===== src/rtl/instr_sequencer_pkg.sv =====
// Shared definitions for the instruction sequencer: FSM encoding,
// the halt opcode and the program store depth.
package instr_sequencer_pkg;

    typedef enum logic [2:0] {
        ST_IDLE     = 3'd0,
        ST_FETCH    = 3'd1,
        ST_ISSUE_HI = 3'd2,
        ST_ISSUE_LO = 3'd3,
        ST_FIN      = 3'd4
    } state_t;

    localparam logic [3:0] OPR_HALT   = 4'b0000;
    localparam int         PROG_DEPTH = 8;

    function automatic logic is_halt(input logic [7:0] word);
        return word[7:4] == OPR_HALT;
    endfunction

endpackage


===== src/rtl/instr_sequencer_btn_debounce.sv =====
// Push-button conditioner: 2-flop synchroniser, down-counter debounce
// and a one-cycle pulse on each accepted press.
module btn_debounce #(
    parameter int DB_CYC = 16
) (
    input  logic clk,
    input  logic rst_n,
    input  logic btn,
    output logic pulse
);

    localparam int CW = $clog2(DB_CYC + 1);
    localparam logic [CW-1:0] RELOAD = CW'(DB_CYC - 1);

    logic [1:0]    sync;
    logic          level;
    logic [CW-1:0] cnt;

    // Level flips only when the synchronised input has disagreed with it
    // for DB_CYC consecutive samples; any agreement restarts the count.
    always_ff @(posedge clk or negedge rst_n) begin
        if (!rst_n) begin
            sync  <= 2'b00;
            level <= 1'b0;
            cnt   <= RELOAD;
            pulse <= 1'b0;
        end else begin
            sync  <= {sync[0], btn};
            pulse <= 1'b0;
            if (sync[1] == level) begin
                cnt <= RELOAD;
            end else if (cnt == '0) begin
                level <= sync[1];
                cnt   <= RELOAD;
                pulse <= sync[1];
            end else begin
                cnt <= cnt - 1'b1;
            end
        end
    end

endmodule


===== src/rtl/instr_sequencer.sv =====
// Button-driven program store that replays up to eight instructions to the
// ALU stage as strobed {OPR, OPA} words.
//
//   state       | meaning
//   ST_IDLE     | accept LOAD / CLR / RUN pulses
//   ST_FETCH    | latch prog[pc] onto instr, stop on halt opcode
//   ST_ISSUE_HI | stb high for STB_CYC cycles
//   ST_ISSUE_LO | stb low for GAP_CYC cycles, then next word or finish
//   ST_FIN      | one-cycle done pulse, abort flag cleared
module instr_sequencer
    import instr_sequencer_pkg::*;
#(
    parameter int DB_CYC  = 16,
    parameter int STB_CYC = 4,
    parameter int GAP_CYC = 4
) (
    input  logic       clk,
    input  logic       rst_n,
    input  logic [7:0] sw,
    input  logic       load_btn,
    input  logic       run_btn,
    input  logic       clr_btn,
    output logic [7:0] instr,
    output logic       stb,
    output logic [2:0] pc,
    output logic [3:0] count,
    output logic       busy,
    output logic       done
);

    localparam int TMAX = (STB_CYC > GAP_CYC) ? STB_CYC : GAP_CYC;
    localparam int TW   = $clog2(TMAX + 1);

    state_t        state, state_nx;
    logic [7:0]    prog [PROG_DEPTH];
    logic [2:0]    wp;
    logic          abort;
    logic [TW-1:0] tmr;
    logic          load_p, run_p, clr_p;
    logic          last_pc, tmr_tc, run_ok;

    btn_debounce #(.DB_CYC(DB_CYC)) u_db_load (.clk(clk), .rst_n(rst_n), .btn(load_btn), .pulse(load_p));
    btn_debounce #(.DB_CYC(DB_CYC)) u_db_run  (.clk(clk), .rst_n(rst_n), .btn(run_btn),  .pulse(run_p));
    btn_debounce #(.DB_CYC(DB_CYC)) u_db_clr  (.clk(clk), .rst_n(rst_n), .btn(clr_btn),  .pulse(clr_p));

    assign last_pc = ({1'b0, pc} == count - 4'd1);
    assign tmr_tc  = (tmr == '0);
    assign run_ok  = run_p && !load_p && !clr_p && (count != 4'd0);

    // Outputs decode straight from the state register so reset drops stb at once.
    assign stb  = (state == ST_ISSUE_HI);
    assign busy = (state != ST_IDLE);
    assign done = (state == ST_FIN);

    always_ff @(posedge clk or negedge rst_n) begin
        if (!rst_n) state <= ST_IDLE;
        else        state <= state_nx;
    end

    always_comb begin
        state_nx = state;
        case (state)
            ST_IDLE:     if (run_ok) state_nx = ST_FETCH;
            ST_FETCH:    state_nx = is_halt(prog[pc]) ? ST_FIN : ST_ISSUE_HI;
            ST_ISSUE_HI: if (tmr_tc) state_nx = ST_ISSUE_LO;
            ST_ISSUE_LO: if (tmr_tc) state_nx = (last_pc || abort) ? ST_FIN : ST_FETCH;
            ST_FIN:      state_nx = ST_IDLE;
            default:     state_nx = ST_IDLE;
        endcase
    end

    always_ff @(posedge clk or negedge rst_n) begin
        if (!rst_n) begin
            for (int i = 0; i < PROG_DEPTH; i++) prog[i] <= 8'h00;
            wp    <= 3'd0;
            count <= 4'd0;
            pc    <= 3'd0;
            instr <= 8'h00;
            abort <= 1'b0;
            tmr   <= '0;
        end else begin
            case (state)
                ST_IDLE: begin
                    if (load_p) begin
                        prog[wp] <= sw;
                        wp       <= wp + 3'd1;
                        if (count != 4'(PROG_DEPTH)) count <= count + 4'd1;
                    end else if (clr_p) begin
                        wp    <= 3'd0;
                        count <= 4'd0;
                    end else if (run_ok) begin
                        pc <= 3'd0;
                    end
                end
                ST_FETCH: begin
                    instr <= prog[pc];
                    tmr   <= TW'(STB_CYC - 1);
                end
                ST_ISSUE_HI: begin
                    if (tmr_tc) tmr <= TW'(GAP_CYC - 1);
                    else        tmr <= tmr - 1'b1;
                end
                ST_ISSUE_LO: begin
                    if (!tmr_tc)                  tmr <= tmr - 1'b1;
                    else if (!last_pc && !abort)  pc  <= pc + 3'd1;
                end
                default: ;
            endcase

            // Abort is sampled in any busy state; FIN clears it and wins.
            if (busy && clr_p) abort <= 1'b1;
            if (state == ST_FIN) abort <= 1'b0;
        end
    end

endmodule


===== config.mk =====
export PLATFORM = sky130hd
export DESIGN_NAME = instr_sequencer
export DESIGN_NICKNAME = d
export VERILOG_FILES = /design/src/rtl/instr_sequencer_pkg.sv /design/src/rtl/instr_sequencer_btn_debounce.sv /design/src/rtl/instr_sequencer.sv
export SDC_FILE = /design/constraint.sdc
export NUM_CORES = 1
export LEC_CHECK = 0
export ABC_AREA = 1
export CELL_PAD_IN_SITES_DETAIL_PLACEMENT = 0
export CELL_PAD_IN_SITES_GLOBAL_PLACEMENT = 1
export CORE_MARGIN = 2
export CORE_UTILIZATION = 23
export CTS_CLUSTER_DIAMETER = 120
export DETAILED_ROUTE_END_ITERATION = 10
export PLACE_DENSITY_LB_ADDON = 0.1
export SETUP_SLACK_MARGIN = 0.1
export SYNTH_ARGS = -nofsm -noshare
export SYNTH_HDL_FRONTEND = slang
export SYNTH_SLANG_ARGS = --single-unit

===== constraint.sdc =====
create_clock -name clk -period 2.2 [get_ports clk]
set_input_delay 0.22 -clock clk [delete_from_list [all_inputs] [get_ports clk]]
set_output_delay 0.22 -clock clk [all_outputs]
set_load 0.01 [all_outputs]

# Word level (Yosys, flattened, before mapping)
# Index checks and enable logic that the tools add are counted.
# word_totals
reg_bits	116
latch_bits	0
mem_bits_rw	0
rom_bits	0
wordCells	132
memories	0
# classes
add_sub_neg	8
mul	0
div	0
order_cmp	3
n_eq_ne	17
shifts	0
muxes	40
bitwise_logic	5
reduce_logical	32
# op_table
cell	n
bitwise mux 64 bit	1
two-way mux 3 bit	14
two-way mux 5 bit	6
binary-select mux 8 bit (select 3 bit)	1
demux 8 bit (select 3 bit)	1
two-way mux 8 bit	3
logical NOT 5 bit	3
subtractor 5 x 1 -> 5 bit, second input constant	3
inequality test 2 bit, second input constant	7
two-way mux 4 bit	3
one-hot mux 3 bit (4 select lines)	1
AND reduction 2 bit	6
one-hot mux 3 bit (3 select lines)	1
greater-or-equal comparator 4 bit, second input constant	2
two-way mux 1 bit	8
inverter 3 -> 4 bit	2
adder 3 x 1 -> 3 bit, second input constant	2
== test 3 x 2 -> 1 bit, second input constant	2
logical AND 1 bit	6
logical NOT 3 bit	2
one-hot mux 3 bit (2 select lines)	1
AND reduction 3 bit	2
AND reduction 6 bit	1
nonzero test 2 bit	3
other kinds (16)	24

# Depth between registers and ports, before layout
# logic_depth
word_depth	8
ltp_mapped	14
ltp_nobuf	12

# Cells and area by module
# Synthesis repeated with hierarchy kept, for this count alone.
# unflattened
cells_unflattened	681
area_unflattened_um2	5595.4
# by_module_without_submodules
module	n_inst	cells_each	area_each_um2
instr_sequencer	1	558	4495.6
btn_debounce	3	41	366.6

# Worst setup path before layout
# OpenSTA, ideal clock, no wires.
# synth_path
path_type	register to register
start	register count[0]
end	register pc[1]
arrival_time_ns	1.540
slack_ns	0.543
path_stages_with_launch	11
path_buffers	0
path_cell_list	dfrtp_1 > inv_1 > ha_1 > xnor2_1 > a21oi_1 > nand3b_1 > nand2_1 > nand2_1 > nand3_1 > nand2_1 > nand2_1
# synth_between
elab_chain_len	6
elab_cells_between_ends	9
# synth_lines
element	line_no	source
from (decl)	instr_sequencer.sv:26	output logic [3:0] count,
from (signal assigned)	instr_sequencer.sv:87	if (count != 4'(PROG_DEPTH)) count <= count + 4'd1;
subtractor 4 x 1 -> 4 bit	instr_sequencer.sv:46	assign last_pc = ({1'b0, pc} == count - 4'd1);
== test 3 x 4 -> 1 bit	instr_sequencer.sv:46	
logical NOT 1 bit	instr_sequencer.sv:105	else if (!last_pc && !abort) pc <= pc + 3'd1;
logical AND 1 bit	instr_sequencer.sv:105	
inequality test 2 bit (no source line)	n/a	
AND reduction 6 bit (no source line) *	n/a	
to (signal assigned)	instr_sequencer.sv:105	
to (decl)	instr_sequencer.sv:25	output logic [2:0] pc,
# Every way passes the cells marked *; elsewhere a longest branch is shown, timed or not.
# A chain may end at the register's enable or synchronous reset.

# Worst setup path in the final report
# layout_path
start	register state[1]
end	output done
# layout_between
elab_chain_len	1
# layout_lines
element	line_no	source
from (decl)	instr_sequencer.sv:34	state_t state, state_nx;
from (signal assigned)	instr_sequencer.sv:57	else state <= state_nx;
== test 3 bit	instr_sequencer.sv:53	assign done = (state == ST_FIN);
to (decl)	instr_sequencer.sv:28	output logic done
# No other way between the ends.

==> metrics.csv <==
stage,metric,value,unit
setup_path,crit_path_start_kind,flip-flop,
power,power_report.internal_total,3.79,mW
route,detail_route.vias_per_cell,4.18,
synthesis,synth.yosys.seq_area_share,0.530,
power,power.switching,1.24,mW
synthesis,count_of_different_cell_masters_after_synthesis,37,
synthesis,combined_area_of_all_synthesized_cells,5500,µm²
route,drt-total-wl,15300,µm
global_route,first_pass_grt_wire_length,25100,µm
clock_tree,cts-root-buf,clkbuf_16,
timing,final-hold-violation-count,0,
placed_design,dpl.hpwl,10400,µm
flow_run,cap_viol_max_count,0,
timing,report.final.setup_viol,0,
setup_path,timing.critical_path.fanout_max,3,
clock_tree,clock_insertion_delay_worst_skew,0.42,ns
setup_path,critPathMaxStageDelay,0.59,ns
route,drc,0,
setup_path,regToRegStartpoint,state[1],
power,leakage,3.24,nW
die,floorplan.die.height,159,µm
setup_path,ff2ff_path_depth,7,
power,power.share.clock,0.542,
setup_path,crit-reg2reg-capture,prog[13],
worst_hold_path,whs_endpoint,u_db_clr.sync[0],
final_layout,drive_gt1_frac,0.114,
route,detail_route.first_pass.iterations,4,
placed_design,io_buffer_count,30,
global_route,via_count_of_the_first_global_routing_pass,4472,
power,powerDensity,733,nW/µm²
clock_tree,path_clk_slew,0.06,ns
worst_hold_path,timing.hold.worst.start,clr_btn,
synthesis,yosys_warnings,0,
timing,final_min_period_over_clock_period,0.898,
die,boundaryPins,31,
synthesis,synth_cells,658,
timing,fin_worst_skew,0.00941,ns
die,horizontal_die_dimension,159,µm
timing,setup_repair_after_global_routing_missed_its_margin,false,
setup_path,r2r_setup_slack,0.36,ns
power,switching_share,0.247,
placed_design,gpl.final_weighted_congestion,0.782,
die,core,23500,µm²
power,ir_worst_vdd,0.431,mV
final_layout,layout.core_utilization,0.292,
timing,slew_headroom,0.631,
die,total_die_area,25200,µm²
clock_tree,clock_sink_count,116,
final_layout,final_net_count,729,
timing,slew_worst_pin,0.554,ns
worst_hold_path,worstHoldPathType,primary input to flip-flop,
power,total_power,5.03,mW
final_layout,n_fill_cell,2495,
global_route,grt_max_degree,49,
final_layout,finalInstanceArea,6860,µm²
power,share_comb_of_total_power,0.027,
timing,fin_tns_setup,0,ns
placed_design,postPlaceCellArea,6250,µm²
outcome,run_status,completed,
global_route,global_route.usage.total,0.134,
synthesis,synth_fp_nets,680,
route,route.vias.total,4345,
clock_tree,cts_buffer_depth,2,
setup_path,worstSetupPathType,flip-flop to primary output,
global_route,grt_antenna_before_repair,0,
timing,final.min_clock_period,1.98,ns
setup_path,worst_setup_path_end_kind,primary output,
clock_tree,inserted_clock_buffers,17,
route,wl_per_cell,14.7,µm
clock_tree,ctsHtreeMaxLevel,4,
global_route,grt_overflow,0,
timing,clock.fmax,506,MHz
setup_path,cp.required,1.98,ns
setup_path,cp_arrival,1.76,ns
timing,slew_viol_final,0,
setup_path,series_of_cell_instances_along_the_critical_path,"nor2_2, inv_1, nor2_1, clkdlybuf4s50_1",
route,violation_count_after_the_first_detailed_routing_iteration,200,
power,seqPwrFrac,0.431,
final_layout,syn_to_final_growth,24.7,%
route,residual_antenna_violating_net_count_after_detailed_routing,0,
final_layout,inserted_diodes,0,
synthesis,post_synth.cell_area_avg,8.36,µm²
die,placement_rows,56,
clock_tree,cts_tree,done,
setup_path,slowest_stage,clkdlybuf4s50_1,
die,floorplan.initialDensity,0.234,
worst_hold_path,cells_on_worst_hold_path,1,
synthesis,register_bit_count_reported_by_yosys,116,
[Yosys cell counts, drive strengths merged]
| master | number | area (µm²) |
|---|---|---|
| a21oi | 26 | 130 |
| a22oi | 1 | 7.51 |
| a31oi | 1 | 6.26 |
| buf | 11 | 81.3 |
| clkbuf | 9 | 35.0 |
| clkinv | 2 | 7.51 |
| dfrtp | 104 | 2600 |
| dfstp | 12 | 315 |
| ha | 9 | 113 |
| inv | 102 | 390 |
| nand2 | 186 | 701 |
| nand3 | 40 | 205 |
| nand3b | 1 | 7.51 |
| nand4 | 4 | 25.0 |
| nor2 | 38 | 169 |
| nor3 | 10 | 83.8 |
| nor4 | 3 | 63.8 |
| o211ai | 4 | 30.0 |
| o21ai | 78 | 390 |
| o22ai | 2 | 12.5 |
| o31ai | 1 | 7.51 |
| or2 | 2 | 12.5 |
| xnor2 | 6 | 52.6 |
| xor2 | 6 | 52.6 |
[logic make-up (layout without fill, tap and decap cells)]
logic type      count (synthesis)  after routing  synth area share
compound gates                113            113             0.106
flops                         116            116             0.530
fa+ha+maj                       9              9            0.0205
buf+inv                       124            186            0.0935
simple gates                  284            284             0.230
xor+xnor                       12             12            0.0191
[stage by stage]
step	setup WS, ns	hold slack [ns]	cells
floorplan	0.543	-0.0756	658
global placement	0.262	0.243	1005
detailed placement	0.256	0.246	1005
CTS	0.127	0.203	1038
global route	0.103	0.218	1039
finish	0.224	0.230	1039
[layer usage]
layer | up-vias | wire [µm] | GRT usage
met3 | 17 | 473 | 0.0340
met1 | 2100 | 7350 | 0.171
met5 | - | 0 | 0
li1 | 2182 | - | -
met2 | 46 | 7180 | 0.219
met4 | 0 | 258 | 0.0476
[worst max-delay path, delay by kind of cell (launching register included)]
family | cells | cell delay, ns
and+or+nand+nor | 2 | 0.28
DFF | 1 | 0.41
buffers and inverters | 2 | 0.66
[state kept, by name, summed over array words and instances, names as in the netlist]
register and flops:
abort 1, count 4, instr 8, pc 3, prog 64, state 3
tmr 3, u_db_clr.cnt 5, u_db_clr.level 1, u_db_clr.pulse 1, u_db_clr.sync 2, u_db_load.cnt 5
u_db_load.level 1, u_db_load.pulse 1, u_db_load.sync 2, u_db_run.cnt 5, u_db_run.level 1, u_db_run.pulse 1
u_db_run.sync 2, wp 3
[power by group through the flow]
stage / Clock [mW] / Combinational (mW) / Sequential [mW]
4_1_cts: 2.81 / 0.142 / 2.17
3_5_place_dp: 0 / 0.140 / 2.21
2_1_floorplan: 0 / 0.0364 / 2.21
5_1_grt: 2.92 / 0.157 / 2.17
3_3_place_gp: 0 / 0.140 / 2.21
6_report: 2.73 / 0.135 / 2.17
[placed cells by master, fill, tap and decap left out, types with 2 or more instances in the layout]
| cell | synthesis | final |
|---|---|---|
| inv_6 | 0 | 9 |
| ha_1 | 9 | 9 |
| nand2_1 | 185 | 185 |
| xor2_1 | 6 | 6 |
| clkinv_1 | 2 | 2 |
| nor4_4 | 3 | 3 |
| nor3_4 | 3 | 3 |
| or2_2 | 2 | 2 |
| o211ai_1 | 4 | 4 |
| nor3_1 | 7 | 7 |
| dfstp_2 | 12 | 12 |
| xnor2_1 | 6 | 6 |
| clkinvlp_4 | 0 | 3 |
| clkdlybuf4s50_1 | 0 | 28 |
| o21ai_0 | 70 | 70 |
| inv_4 | 3 | 3 |
| a21oi_1 | 26 | 26 |
| o21ai_1 | 8 | 8 |
| buf_12 | 0 | 4 |
| nand4_1 | 4 | 4 |
| nor2_1 | 35 | 35 |
| o22ai_1 | 2 | 2 |
| buf_4 | 1 | 16 |
| clkbuf_16 | 0 | 17 |
| dfrtp_1 | 104 | 103 |
| inv_1 | 98 | 98 |
| nand3_1 | 39 | 39 |
[worst max path at each step]
stage	from	endpoint
6_report	state[1]	done
4_1_cts	state[1]	stb
2_1_floorplan	count[0]	pc[1]
3_5_place_dp	state[1]	prog[40]
3_3_place_gp	count[0]	pc[1]
5_1_grt	state[0]	done
[final cells by class]
class / count / area (µm²) / area share
clock buffer: 17 / 425 / 0.0620
clock inverter: 15 / 145 / 0.0212
inverter: 104 / 398 / 0.0580
multi-input combinational: 418 / 2070 / 0.302
sequential: 116 / 2920 / 0.426
tap: 319 / 399 / 0.0582
timing repair buffer: 50 / 503 / 0.0733
[repair_timing]
action / 4_1_cts / 5_1_grt
setup buffers: 0 / 1
endpoints found under the setup margin: 0 / 5
resized for setup: 0 / 2
hold buffers: 1 / 0
endpoints found under the hold margin: 32 / 0
No activity file was read; power rests on OpenSTA's default activity.
==> patch 1 (config.mk and constraints unchanged) <==
Make the reset (`rst_n`) synchronous in 3 clocked blocks.
--- a/src/rtl/instr_sequencer_btn_debounce.sv
+++ b/src/rtl/instr_sequencer_btn_debounce.sv
@@ -18,7 +18,7 @@
 
     // Level flips only when the synchronised input has disagreed with it
     // for DB_CYC consecutive samples; any agreement restarts the count.
-    always_ff @(posedge clk or negedge rst_n) begin
+    always_ff @(posedge clk) begin
         if (!rst_n) begin
             sync  <= 2'b00;
             level <= 1'b0;
--- a/src/rtl/instr_sequencer.sv
+++ b/src/rtl/instr_sequencer.sv
@@ -52,7 +52,7 @@
     assign busy = (state != ST_IDLE);
     assign done = (state == ST_FIN);
 
-    always_ff @(posedge clk or negedge rst_n) begin
+    always_ff @(posedge clk) begin
         if (!rst_n) state <= ST_IDLE;
         else        state <= state_nx;
     end
@@ -69,7 +69,7 @@
         endcase
     end
 
-    always_ff @(posedge clk or negedge rst_n) begin
+    always_ff @(posedge clk) begin
         if (!rst_n) begin
             for (int i = 0; i < PROG_DEPTH; i++) prog[i] <= 8'h00;
             wp    <= 3'd0;
Formal check against the unedited RTL: no difference found for any inputs over 10 cycles, from zero or initial values and one cycle with rst_n low; that may be too few to reach the edited logic, so the function may still have changed.
==> patch 1 against the original RTL <==
  * Routed wire length is 12% lower
  * Setup slack got worse by 0.011 ns
  * First-iteration DRC count rose by 2.5%
  * Area after synthesis shrank 3.4%
  * Sequential cell count grew 3
  * Critical path type unchanged
  * Utilization increased by 0.17 points
  * Final area shrank 3.0%
Power is not compared: it rests on default switching activity, and its combinational part moved more than twofold at a synthesized area within 25%.
==> patch 1: results (changes against the original RTL) <==
The met3 usage is 0.03472 (+0.0006994). Clock tree synthesis selected as its root buffer the cell sky130_fd_sc_hd__clkbuf_16. The routed wire length on met2 is 6405 µm (-11%). After synthesis, the largest family of logic cells by area is simple AND/OR/NAND/NOR gates. The met1 demand-to-capacity share in global routing is 0.1483 (-0.02303). The number of inserted filler cells in the final layout came to 2349 (-5.9%). The relative area change from synthesis to final layout came out at 25.19%.

The worst slack after detailed placement is 0.1717 ns (-0.08461 ns). In the post-synthesis netlist, the biggest area contributors are sky130_fd_sc_hd__edfxtp_1, sky130_fd_sc_hd__dfxtp_1, sky130_fd_sc_hd__nand2_1. The maximum clock skew at final layout came out at 0.01441 ns (+0.004996 ns). The number of iterations in the first detailed-routing pass is 4 (unchanged).

In this design, the stage delay of the slowest critical-path cell is 0.60 ns. The synthesized netlist net count came to 636 (-6.5%). The routability congestion estimate came out at 0.7372 (-5.7%). The hold violation count in the final report is 0 (unchanged). The fraction of synthesized area in multiplexers is 0 (unchanged). The number of flops mapped to enable cells by yosys came out at 64 (+64).

The global routing usage summed across all routing layers came out at 0.1180 (-0.01591). The cell family contributing the most delay on the critical path is buffers and inverters. The detailed-route wire length per cell came out at 13.98 µm (-4.8%). The compound-gate portion of the synthesized area is 0.07815 (-0.02805). The number of standard cells in the layout, taps in and fillers out came to 960 (-7.6%).

The maximum number of pins on one net before global-route repair was 33 (-33%). The commonest cells after synthesis are sky130_fd_sc_hd__nand2_1, sky130_fd_sc_hd__nor2_1, sky130_fd_sc_hd__inv_1. The share of layout cells above drive strength 1 came out at 0.09778 (-0.01611). The post-layout net count came out at 685 (-6.0%).

After clock tree synthesis, the clock-pin slew on the worst setup and hold paths is 0.07 ns. The sequential share of the synthesized area is 0.5687 (+0.03838). The proportion of synthesized flip-flops having asynchronous set or reset came to 0 (-1.000).

The met1 wire length came out at 6466 µm (-12%). The global-route wire length before repair is 21350 µm (-15%). The number of distinct library cells after synthesis is 35 (-5.4%).

The most used flip-flop cell after synthesis is sky130_fd_sc_hd__edfxtp_1. The global routing met2 resource utilization was 0.1962 (-0.02296). The number of vias per cell is 4.166 (-0.39%). The maximum fanout encountered on the critical timing path is 4 (+1). The instance area at placement is 6013 µm² (-3.9%). The flow ran to the end, and the final reports show no timing, DRC or antenna violations. The number of global-route vias before repair is 3991 (-11%). The number of DRC markers in iteration 0 is 205 (+2.5%). The top layer reached by signal wires is met4. The instance count of the mapped netlist came out at 613 (-6.8%). The area share of fa/ha/maj cells after synthesis is 0.02354 (+0.003072). The number of antenna diodes came out at 0 (unchanged). The sum of net half-perimeters after detailed placement is 9895 µm (-5.0%). The xor/xnor share of the synthesized area came out at 0.01648 (-0.002626). The number of hold buffers added after cts is 0 (-1). The sum of met3 wire segment lengths after detailed routing came out at 440 µm (-7.0%). The worst-margin pin slew is 0.5644 ns (+0.01026 ns). The placed cell count is 928 (-7.7%).
==> patch 1: where the power goes <==
| group | internal (µW) | leakage (µW) | switching [µW] |
|---|---|---|---|
| clock network | 1870 | 0.000318 | 1050 |
| logic | 182 | 0.00147 | 318 |
| registers | 2440 | 0.00108 | 54.8 |
| total | 4490 | 0.00287 | 1420 |
==> patch 1: worst paths after layout <==
path	start	to	slack, ns	depth (start not counted)
worst max register to register	count[1]	pc[2]	0.35	12
worst max-delay path	state[2]	done	0.21	3
worst min-delay path	run_btn	u_db_run.sync[0]	0.33	3
worst min register to register	u_db_load.cnt[0]	u_db_load.cnt[0]	0.39	1
==> patch 1: layout make-up <==
cell class,count,area share
repair buffers,46,0.06318
clock buffers,22,0.08105
flip-flops and latches,119,0.4543
clock inverters,10,0.01486
well taps,285,0.05359
inverters,99,0.05585
multi-input cells,379,0.2772
==> patch 1: repair_timing <==
action | CTS | global route
endpoints found under the hold margin | 0 | 0
buffers inserted | 0 | 0
endpoints found under the setup margin | 0 | 1
resized for setup | 0 | 1
==> patch 2 (same settings) <==
Without the edit above. Change the parameter `STB_CYC` from 4 to 8.
--- a/src/rtl/instr_sequencer.sv
+++ b/src/rtl/instr_sequencer.sv
@@ -11,7 +11,7 @@
     import instr_sequencer_pkg::*;
 #(
     parameter int DB_CYC  = 16,
-    parameter int STB_CYC = 4,
+    parameter int STB_CYC = 8,
     parameter int GAP_CYC = 4
 ) (
     input  logic       clk,
Check against the original RTL: no difference found for any inputs over 10 cycles, from zero or initial values and one cycle with rst_n low; that may be too few to reach the edited logic, so the function may still have changed.
==> patch 2 against the original RTL <==
  * Synthesized cell count down 0.30%
  * Area after synthesis up 1.5%
  * Routed wire length down 3.3%
  * Utilization down 0.26 points
  * Final area up 1.8%
  * Clock skew about the same
  * Total power up 6.3%
  * Setup slack worse by 0.0020 ns
  * Sequential cell count up 1
  * Largest cell class unchanged
==> patch 2: results (changes against the original RTL) <==
The multi-input gate share of the layout cell area is 0.3061 (+0.004379). The run finished with clean final reports. The count of inverters other than clock inverters in the layout is 95 (-8.7%).

By area the synthesized netlist is led by sky130_fd_sc_hd__dfrtp_1, sky130_fd_sc_hd__nand2_1, sky130_fd_sc_hd__inv_1. The leakage power was 0.003140 µW (-3.1%). The worst voltage drop across the vdd grid is 0.0004398 V (+2.1%). The number of distinct library cells after synthesis is 35 (-5.4%). The internal power summed over all cells came out at 4212 µW (+11%). The post-layout net count is 723 (-0.82%). The number of DRC markers in iteration 0 came out at 217 (+8.5%).

The share of layout cells above drive strength 1 is 0.1246 (+0.01076). The maximum number of pins on one net before global-route repair was 51 (+4.1%). The global-route wire length before repair is 24340 µm (-2.9%). The final-layout non-clock buffer area share is 0.06989 (-0.003438). The average footprint of a synthesized cell came out at 8.510 µm² (+1.8%). The critical path starts at state[2]. The count of vias placed by the detailed router is 4314 (-0.71%). The number of cells upsized or downsized after cts was 1 (+1). The area share of fa/ha/maj cells after synthesis is 0.02017 (-0.0002982). The number of inserted filler cells in the final layout is 2653 (+6.3%). The detailed-route wire length per cell is 14.21 µm (-3.3%). The total CTS buffers came out at 17 (unchanged). The worst-margin pin slew came out at 0.5380 ns (-0.01609 ns). The number of combinational gates with multiple inputs is 420 (+0.48%). The placed cell count is 1005 (unchanged). The sum of net half-perimeters after detailed placement is 9771 µm (-6.2%). The sequential share of the synthesized area is 0.5271 (-0.003244). The global routing usage summed across all routing layers is 0.1233 (-0.01060).

The root cell of the clock tree is sky130_fd_sc_hd__clkbuf_16. The area occupied by registers came to 2944 µm² (+0.86%). The proportion of power drawn by flip-flops and latches is 0.410 (-0.021).

The maximum fanout encountered on the critical timing path is 5 (+2). The worst slack after detailed placement is 0.2633 ns (+0.006953 ns). The number of hold buffers added after cts came out at 1 (unchanged). The TritonCTS sink count is 117 (+0.86%). The hold path startpoint is run_btn.

The largest stage delay on the critical path is 0.55 ns (-0.04 ns). The synthesized netlist net count is 678 (-0.29%). The initial antenna violation count was 0 (unchanged). The worst register-to-register path begins at count[0].

The clock tree buffer count of the final layout is 20 (+3). The number of global-route vias before repair came out at 4402 (-1.6%). The maximum clock skew at final layout is 0.009299 ns (-0.0001143 ns).

The path class of the lowest-slack min-delay path is in2reg. The maximum level of the CTS H-tree is 4 (unchanged). The compound-gate portion of the synthesized area came out at 0.1114 (+0.005176). The portion of the layout cell area used by clock cells came out at 0.09211 (+0.008933). The xor/xnor share of the synthesized area is 0.02039 (+0.001291). The number of vias per cell came out at 4.156 (-0.62%). The cell type of the slowest stage on the worst timing path is sky130_fd_sc_hd__clkdlybuf4s50_1. The routability congestion estimate is 0.7720 (-1.2%). In the synthesized netlist, the cells that appear most often are sky130_fd_sc_hd__nand2_1, sky130_fd_sc_hd__dfrtp_1, sky130_fd_sc_hd__inv_1.
[patch 2: final timing paths]
check / end / slack [ns] / depth (start not counted)
hold / removal: u_db_run.sync[0] / 0.25 / 1
setup reg to reg: pc[0] / 0.36 / 11
hold reg to reg: u_db_run.sync[1] / 0.35 / 0
setup / recovery: stb / 0.22 / 4
max in group asynchronous: u_db_load.cnt[0] / 1.18 / 3
min in group asynchronous: prog[4] / 0.31 / 2
[patch 2: routing by layer]
metal	track usage	up-vias	wire length, µm
met4	0.03358	0	129
met5	0	-	0
met2	0.2094	41	7200
met1	0.1582	2091	7121
met3	0.02805	9	297
li1	-	2173	-
[patch 2: stage by stage]
| step | power (µW) | area (µm²) |
|---|---|---|
| 3_5_place_dp | 2374 | 6322 |
| 4_1_cts | 5455 | 6978 |
| 2_1_floorplan | 2278 | 5583 |
| 6_report | 5347 | 6982 |
| 5_1_grt | 5564 | 6982 |
| 3_3_place_gp | 2372 | 6322 |
